==> src/rtl/hs32_wb_arbiter.sv <==
// Register-file write-back arbiter: the load unit and a 2-entry execute FIFO share one write port.
// Optional round-robin contention grant: define HS32_WB_RR_EN (default build is fixed load priority).
module hs32_wb_arbiter (
  input  logic        clk,
  input  logic        reset,
  input  logic        ex_valid_i,
  output logic        ex_ready_o,
  input  logic [3:0]  ex_addr_i,
  input  logic [31:0] ex_data_i,
  input  logic        ex_we1_i,
  input  logic        ex_we2_i,
  input  logic        ld_valid_i,
  output logic        ld_ready_o,
  input  logic [3:0]  ld_addr_i,
  input  logic [31:0] ld_data_i,
  input  logic        ld_we1_i,
  output logic [3:0]  wp_addr_o,
  output logic [31:0] wp_data_o,
  output logic        wp_we1_o,
  output logic        wp_we2_o,
  output logic [15:0] pend_mask_o,
  output logic        busy_o
);

  logic [3:0]  addr_q [2];
  logic [31:0] data_q [2];
  logic        we1_q  [2];
  logic        we2_q  [2];
  logic [1:0]  count_q, count_d;
  logic        head_q, head_d;
  logic        tail_q, tail_d;

  logic exCand;
  logic ldGrant;
  logic exGrant;
  logic bypass;
  logic push;
  logic pop;

  assign exCand     = (count_q != 2'd0) || ex_valid_i;
  assign ex_ready_o = !reset && (count_q != 2'd2);

`ifdef HS32_WB_RR_EN
  typedef enum logic {GNT_EX = 1'b0, GNT_LD = 1'b1} grant_e;
  grant_e lastGrant_q, lastGrant_d;
  logic   contended;

  // The reset value lets execute take the first contended cycle; sides then alternate.
  always_comb begin
    ldGrant     = 1'b0;
    exGrant     = 1'b0;
    lastGrant_d = lastGrant_q;
    contended   = ld_valid_i && exCand;
    if (!reset) begin
      if (contended) begin
        if (lastGrant_q == GNT_EX) begin
          exGrant     = 1'b1;
          lastGrant_d = GNT_LD;
        end else begin
          ldGrant     = 1'b1;
          lastGrant_d = GNT_EX;
        end
      end else begin
        ldGrant = ld_valid_i;
        exGrant = exCand;
      end
    end
  end

  always_ff @(posedge clk or posedge reset) begin
    if (reset) lastGrant_q <= GNT_EX;
    else       lastGrant_q <= lastGrant_d;
  end
`else
  always_comb begin
    ldGrant = 1'b0;
    exGrant = 1'b0;
    if (!reset) begin
      ldGrant = ld_valid_i;
      exGrant = exCand && !ld_valid_i;
    end
  end
`endif

  assign ld_ready_o = ldGrant;

  // A granted execute write with an empty FIFO skips the buffer entirely.
  assign bypass = exGrant && (count_q == 2'd0);
  assign push   = ex_valid_i && ex_ready_o && !bypass;
  assign pop    = exGrant && (count_q != 2'd0);

  always_comb begin
    wp_addr_o = 4'd0;
    wp_data_o = 32'd0;
    wp_we1_o  = 1'b0;
    wp_we2_o  = 1'b0;
    if (ldGrant) begin
      wp_addr_o = ld_addr_i;
      wp_data_o = ld_data_i;
      wp_we1_o  = ld_we1_i;
    end else if (pop) begin
      wp_addr_o = addr_q[head_q];
      wp_data_o = data_q[head_q];
      wp_we1_o  = we1_q[head_q];
      wp_we2_o  = we2_q[head_q];
    end else if (bypass) begin
      wp_addr_o = ex_addr_i;
      wp_data_o = ex_data_i;
      wp_we1_o  = ex_we1_i;
      wp_we2_o  = ex_we2_i;
    end
  end

  always_comb begin
    count_d = count_q;
    head_d  = head_q;
    tail_d  = tail_q;
    if (push) tail_d = ~tail_q;
    if (pop)  head_d = ~head_q;
    if (push && !pop)      count_d = count_q + 2'd1;
    else if (pop && !push) count_d = count_q - 2'd1;
  end

  always_ff @(posedge clk or posedge reset) begin
    if (reset) begin
      count_q <= 2'd0;
      head_q  <= 1'b0;
      tail_q  <= 1'b0;
      for (int i = 0; i < 2; i++) begin
        addr_q[i] <= 4'd0;
        data_q[i] <= 32'd0;
        we1_q[i]  <= 1'b0;
        we2_q[i]  <= 1'b0;
      end
    end else begin
      count_q <= count_d;
      head_q  <= head_d;
      tail_q  <= tail_d;
      if (push) begin
        addr_q[tail_q] <= ex_addr_i;
        data_q[tail_q] <= ex_data_i;
        we1_q[tail_q]  <= ex_we1_i;
        we2_q[tail_q]  <= ex_we2_i;
      end
    end
  end

  // Only occupied slots contribute: the head when count>=1, the other slot when full.
  always_comb begin
    pend_mask_o = 16'd0;
    if (count_q != 2'd0) pend_mask_o[addr_q[head_q]] = 1'b1;
    if (count_q == 2'd2) pend_mask_o[addr_q[~head_q]] = 1'b1;
  end

  assign busy_o = (count_q != 2'd0);

endmodule

==> config.mk <==
export PLATFORM = sky130hd
export DESIGN_NAME = hs32_wb_arbiter
export DESIGN_NICKNAME = d
export VERILOG_FILES = /design/src/rtl/hs32_wb_arbiter.sv
export SDC_FILE = /design/constraint.sdc
export NUM_CORES = 1
export LEC_CHECK = 0
export ABC_AREA = 1
export BUFFER_PORTS_ARGS = -buffer_cell sky130_fd_sc_hd__buf_2
export CAP_MARGIN = 10
export CORE_MARGIN = 1.5
export CORE_UTILIZATION = 27
export DETAILED_ROUTE_END_ITERATION = 10
export HOLD_SLACK_MARGIN = 0.08
export MAX_ROUTING_LAYER = met4
export PLACE_DENSITY = 0.52
export SLEW_MARGIN = 20
export SYNTH_ARGS = -nofsm -noshare
export SYNTH_HDL_FRONTEND = slang
export SYNTH_SLANG_ARGS = --single-unit
==> constraint.sdc <==
create_clock -name clk -period 5.95 [get_ports clk]
set_input_delay 1.19 -clock clk [delete_from_list [all_inputs] [get_ports clk]]
set_output_delay 1.19 -clock clk [all_outputs]
set_load 0.02 [all_outputs]
# Word-level counts from Yosys, hierarchy flattened
# Cells that the tools add are included.
dict set report word_totals {
  word_cells 96
  ff_bits 80
  in_bits 79
  out_inout_bits 57
}
dict set report op_classes {
  n_eq_ne 2
  add_sub_neg 2
  order_cmp 8
  mux 47
  n_reduce_logical 20
  bitwise_logic 6
}
# op count
set op_table {}
lappend op_table {{2-to-1 mux 32 bit} 7}
lappend op_table {{bitwise mux 64 bit} 1}
lappend op_table {{2-to-1 mux 4 bit} 10}
lappend op_table {{demux 32 bit (select 1 bit)} 1}
lappend op_table {{2-to-1 mux 16 bit} 2}
lappend op_table {{2-to-1 mux 1 bit} 17}
lappend op_table {{OR 16 bit} 1}
lappend op_table {{logical AND 1 bit} 11}
lappend op_table {{less-than comparator 4 x 5 -> 1 bit (second input constant)} 2}
lappend op_table {{bitwise mux 8 bit} 1}
lappend op_table {{demux 1 bit (select 4 bit)} 2}
lappend op_table {{>= comparator 4 x 1 -> 1 bit (second input constant)} 2}
lappend op_table {{>= comparator 2 bit (second input constant)} 3}
lappend op_table {{inverter 1 -> 2 bit} 3}
lappend op_table {{zero test 1 bit} 5}
lappend op_table {{bitwise mux 2 bit} 2}
lappend op_table {{demux 4 bit (select 1 bit)} 1}
lappend op_table {{2-to-1 mux 2 bit} 2}
lappend op_table {{nonzero test 2 bit} 2}
lappend op_table {{adder 2 x 1 -> 2 bit (second input constant)} 1}
lappend op_table {{equality test 2 bit (second input constant)} 1}
lappend op_table {{zero test 2 bit} 1}
lappend op_table {{less-than comparator 2 x 1 -> 1 bit (second input constant)} 1}
lappend op_table {{!= test 2 bit (second input constant)} 1}
lappend op_table {{other kinds (4)} 5}

# Longest topological paths before layout
dict set report depth {
  word_depth 11
  ltp_mapped 12
  depth_no_buf 11
}

# Least setup slack after synthesis
# No wires, ideal clock.
dict set report synth_timing {
  path_kind {input to output}
  start {input reset}
  end {output ex_ready_o}
  cell_stages 3
  path_buffers 0
  setup_slack_ns 1.457
  t_required_ns 4.760
  arrival_time_ns 3.303
  path_cell_list {inv_1 nand2_2 inv_1}
}
dict set report synth_between {
  elab_chain_len 2
}
# item line_no
set synth_lines {}
lappend synth_lines {{start, declared} 5} ;# input logic reset,
lappend synth_lines {{zero test 1 bit (no line)} -}
lappend synth_lines {{logical AND 1 bit} 41} ;# assign ex_ready_o = !reset && (count_q != 2'd2);
lappend synth_lines {{end, declared} 7} ;# output logic ex_ready_o,
# No other way between the ends.

# Worst setup path after layout
dict set report layout_timing {
  start {register head_q}
  end {output pend_mask_o[13]}
}
dict set report layout_between {
  elab_chain_len 11
  word_cells_on_any_way 22
  cone_classes {order compare: 4; mux: 12; bitwise: 4; reduce/logical: 2}
}
# item line_no
set layout_lines {}
lappend layout_lines {{start, declared} 30} ;# logic head_q, head_d;
lappend layout_lines {{start signal, assigned} 127} ;# head_q <= 1'b0;
lappend layout_lines {{start signal, assigned} 137} ;# head_q <= head_d;
lappend layout_lines {{inverter 1 -> 2 bit (not written as such) or inverter 1 bit (tied branches)} {151, 152}}
lappend layout_lines {{2-to-1 mux 4 bit (not written as such) or inverter 1 -> 2 bit (tied branches)} {151, 152}}
lappend layout_lines {{2-to-1 mux 4 bit, on equally long branches (2 in a row)} {151, 152}}
lappend layout_lines {{less-than comparator 4 x 5 -> 1 bit (not written as such) (tied with other cells)} 151} ;# if (count_q != 2'd0) pend_mask_o[addr_q[head_q]] = 1'b1;
lappend layout_lines {{logical AND 1 bit (not written as such) (tied with other cells)} 151}
lappend layout_lines {{2-to-1 mux 1 bit (not written as such) or logical AND 1 bit (tied branches)} {151, 152}}
lappend layout_lines {{demux 1 bit (select 4 bit) or 2-to-1 mux 1 bit (tied branches)} {151, 152}}
lappend layout_lines {{2-to-1 mux 16 bit or demux 1 bit (select 4 bit) (tied branches)} {151, 152}}
lappend layout_lines {{OR 16 bit (no line)} -}
lappend layout_lines {{2-to-1 mux 16 bit *} 152} ;# if (count_q == 2'd2) pend_mask_o[addr_q[~head_q]] = 1'b1;
lappend layout_lines {{end, declared} 21} ;# output logic [15:0] pend_mask_o,
# Every way passes the cells marked *; elsewhere a longest branch is shown, timed or not. The select of a mux whose other input is x is not followed.

==> flow_summary_export.csv <==
group,metric,value,unit
yosys,yosysMostFrequentCell,"nand2_1",
hold_path,timing.hold.worst_path_depth,2,
detailed_routing,drt_iter0_drc,294,
flow_run,drv_cap,0,
final_layout,nFillCells,1984,
placed_design,dp_hpwl,10000,um
detailed_routing,drt-vias-per-instance,4.68,
yosys,synth.top_cell.area_share,40.7,%
final_layout,final_layout_size_suffix_gt1_share,19.8,%
clocking,cts_hold_buf,0,
floorplanning,rows,49,
detailed_routing,ant_nets,0,
detailed_routing,drc_errors,0,
yosys,synth_cells,760,
yosys,yosys.area.top_type,"dfrtp_1",
yosys,synth_enable_flop_cells,0,
final_layout,syn_to_final_growth,23.0,%
yosys,synth_compound_area_share,1.37,%
floorplanning,design.core.area,17900,um2
yosys,mappedNetlistNets,840,
sta,setup_viol,0,
global_route,antenna_found_initial,0,
final_layout,multi_input_area,2570,um2
sta,fin_crit_sh,71.2,%
global_route,grt_max_degree,80,
hold_path,hp-start,"data_q[55]",
worst_setup_path,cp_max_fo,54,
floorplanning,start_util,27.5,%
yosys,syn_area_per_cell,6.47,um2
placed_design,post-place-ws,1.85,ns
sta,slew_viol_final,0,
clocking,cts.sinks,80,
sta,relSlewSlack,35.8,%
detailed_routing,wirelength,15700,um
sta,clock.fmax,236,MHz
power,vdd_drop_max,0.223,mV
yosys,synthTopCellsByArea,"dfrtp_1, nand2_1, nand4_1",
sta,hold_viol,0,
clocking,cts_buffers,9,
power,p_total,2910,uW
sta,fin_crit,4.24,ns
yosys,ys.flop_type,"dfrtp_1",
worst_setup_path,crit_path_end_kind,"primary output",
worst_setup_path,reg2reg_from,"count_q[0]",
floorplanning,dieArea,19000,um2
sta,rsz0062_at_grt,"no",
worst_setup_path,crit_required,4.76,ns
worst_setup_path,rr_endpoint,"data_q[20]",
final_layout,regArea,2000,um2
run_status,outcome,"finished, final reports clean",
yosys,ys_ff_latch,80,
yosys,synthSimpleGateAreaFrac,49.7,%
yosys,muxShareOfSynthArea,0,%
power,power_density,480,nW/um2
clocking,cts-root-buf,"clkbuf_16",
hold_path,hold_end,"data_q[55]",
global_route,grt-ovfl-total,0,
sta,tightest_slew,0.961,ns
floorplanning,die_h,138,um
clocking,htreeDepth,3,
worst_setup_path,ff2ff_setup_slack,3.40,ns
clocking,tritoncts,"built",
clocking,cts.clk_slew.worst_paths,0.06,ns
worst_setup_path,start_kind,"flip-flop",
placed_design,port_buffers,135,
worst_setup_path,worst_r2r_path_depth,7,
clocking,post_cts_buffers,0,
sta,finalSetupTns,0,ns
clocking,cts_resized,0,
global_route,grt_usage,17.1,%
worst_setup_path,path_class,"flip-flop to primary output",
hold_path,min_path_type,"flip-flop to flip-flop",
power,power.leakage,0.00346,uW
detailed_routing,drt-pass1-iter-count,5,
detailed_routing,wl_per_cell,14.3,um
yosys,yosysWarnings,0,
yosys,synthAdderAreaFrac,0.254,%
clocking,clock_path_buffers,2,
worst_setup_path,worstSetupStartpoint,"head_q",
global_route,grt_pass1_wl,25700,um
floorplanning,boundaryPins,136,
worst_setup_path,cp.arrival,3.05,ns
yosys,synth_common_cells,"nand2_1, dfrtp_1, nand4_1",
yosys,seq_area_frac_synth,40.7,%
detailed_routing,vias,5143,
final_layout,nNetsFinal,944,
sta,hold_ws,0.467,ns
clocking,insertion_delay,0.34,ns
sta,skew,0.00676,ns
yosys,async_flop_share,100,%
yosys,ys_types,21,
yosys,synth_xor_area_share,0.534,%
final_layout,final_util,33.8,%
yosys,synth_area,4920,um2
sta,setup_slack,1.71,ns
placed_design,gp_congestion,0.883,
final_layout,antenna_cells,0,
floorplanning,chipWidth,138,um
yosys,synth_top_family_by_area,"simple AND/OR/NAND/NOR gates",
global_route,grt_pass1_vias,4915,
per-stage QoR:
step | instance area [um2] | std cells
after floorplan | 4920 | 760
after global placement | 5730 | 1082
after detailed placement | 5730 | 1082
after CTS | 6050 | 1098
after global routing | 6050 | 1098
final | 6050 | 1098
worst max-delay path by stage:
| stage | end | cells past startpoint |
|---|---|---|
| 3_5_place_dp | wp_data_o[13] | 8 |
| 5_1_grt | pend_mask_o[8] | 9 |
| 3_3_place_gp | wp_addr_o[3] | 8 |
| 2_1_floorplan | ex_ready_o | 3 |
| 6_report | pend_mask_o[13] | 9 |
| 4_1_cts | pend_mask_o[12] | 9 |
cell families after synthesis:
family | Yosys count
buffers and inverters | 81
and+or+nand+nor | 583
xor gates and xnor gates | 3
AOI/OAI and AO/OA | 12
DFF | 80
adders and majority gates | 1
final cells by class:
type	count	share of cell area (%)
timing repair buffer	146	12.5
sequential	80	33.1
tap	229	4.74
multi-input combinational	599	42.5
inverter	28	1.76
clock buffer	13	4.30
clock inverter	3	1.08
cell usage in the layout (no fill, tap or decap), types with 9 or more instances in the layout:
master	count
nand2_1	444
dfrtp_1	79
clkbuf_16	9
o21ai_0	9
buf_2	135
buf_4	11
nand3_1	36
nor2_1	19
nand4_1	76
inv_1	25
worst max-delay path: stages, from the launching register on:
cell and delay (ns):
dfrtp_2 0.34, buf_4 0.47, inv_1 0.48, buf_4 0.37
o21ai_0 0.38, inv_1 0.11, nor2_1 0.24, nand2_1 0.08
nand2_1 0.07, buf_2 0.16
flip-flops by register name, indices dropped and copies added, names as in the netlist:
signal,count
we1_q,2
head_q,1
count_q,2
addr_q,8
tail_q,1
we2_q,2
data_q,64
power by group:
| group | internal [uW] | total [uW] | switching, uW |
|---|---|---|---|
| registers | 798 | 936 | 138 |
| clock network | 390 | 608 | 218 |
| logic | 402 | 1360 | 959 |
routing by layer:
layer  global-route usage, %  share of wire, %
met5                       -                 0
met4                    4.16              0.68
met3                    2.74               5.0
met2                    26.9                45
met1                    23.1                49
Power figures use the tool's default switching activity.
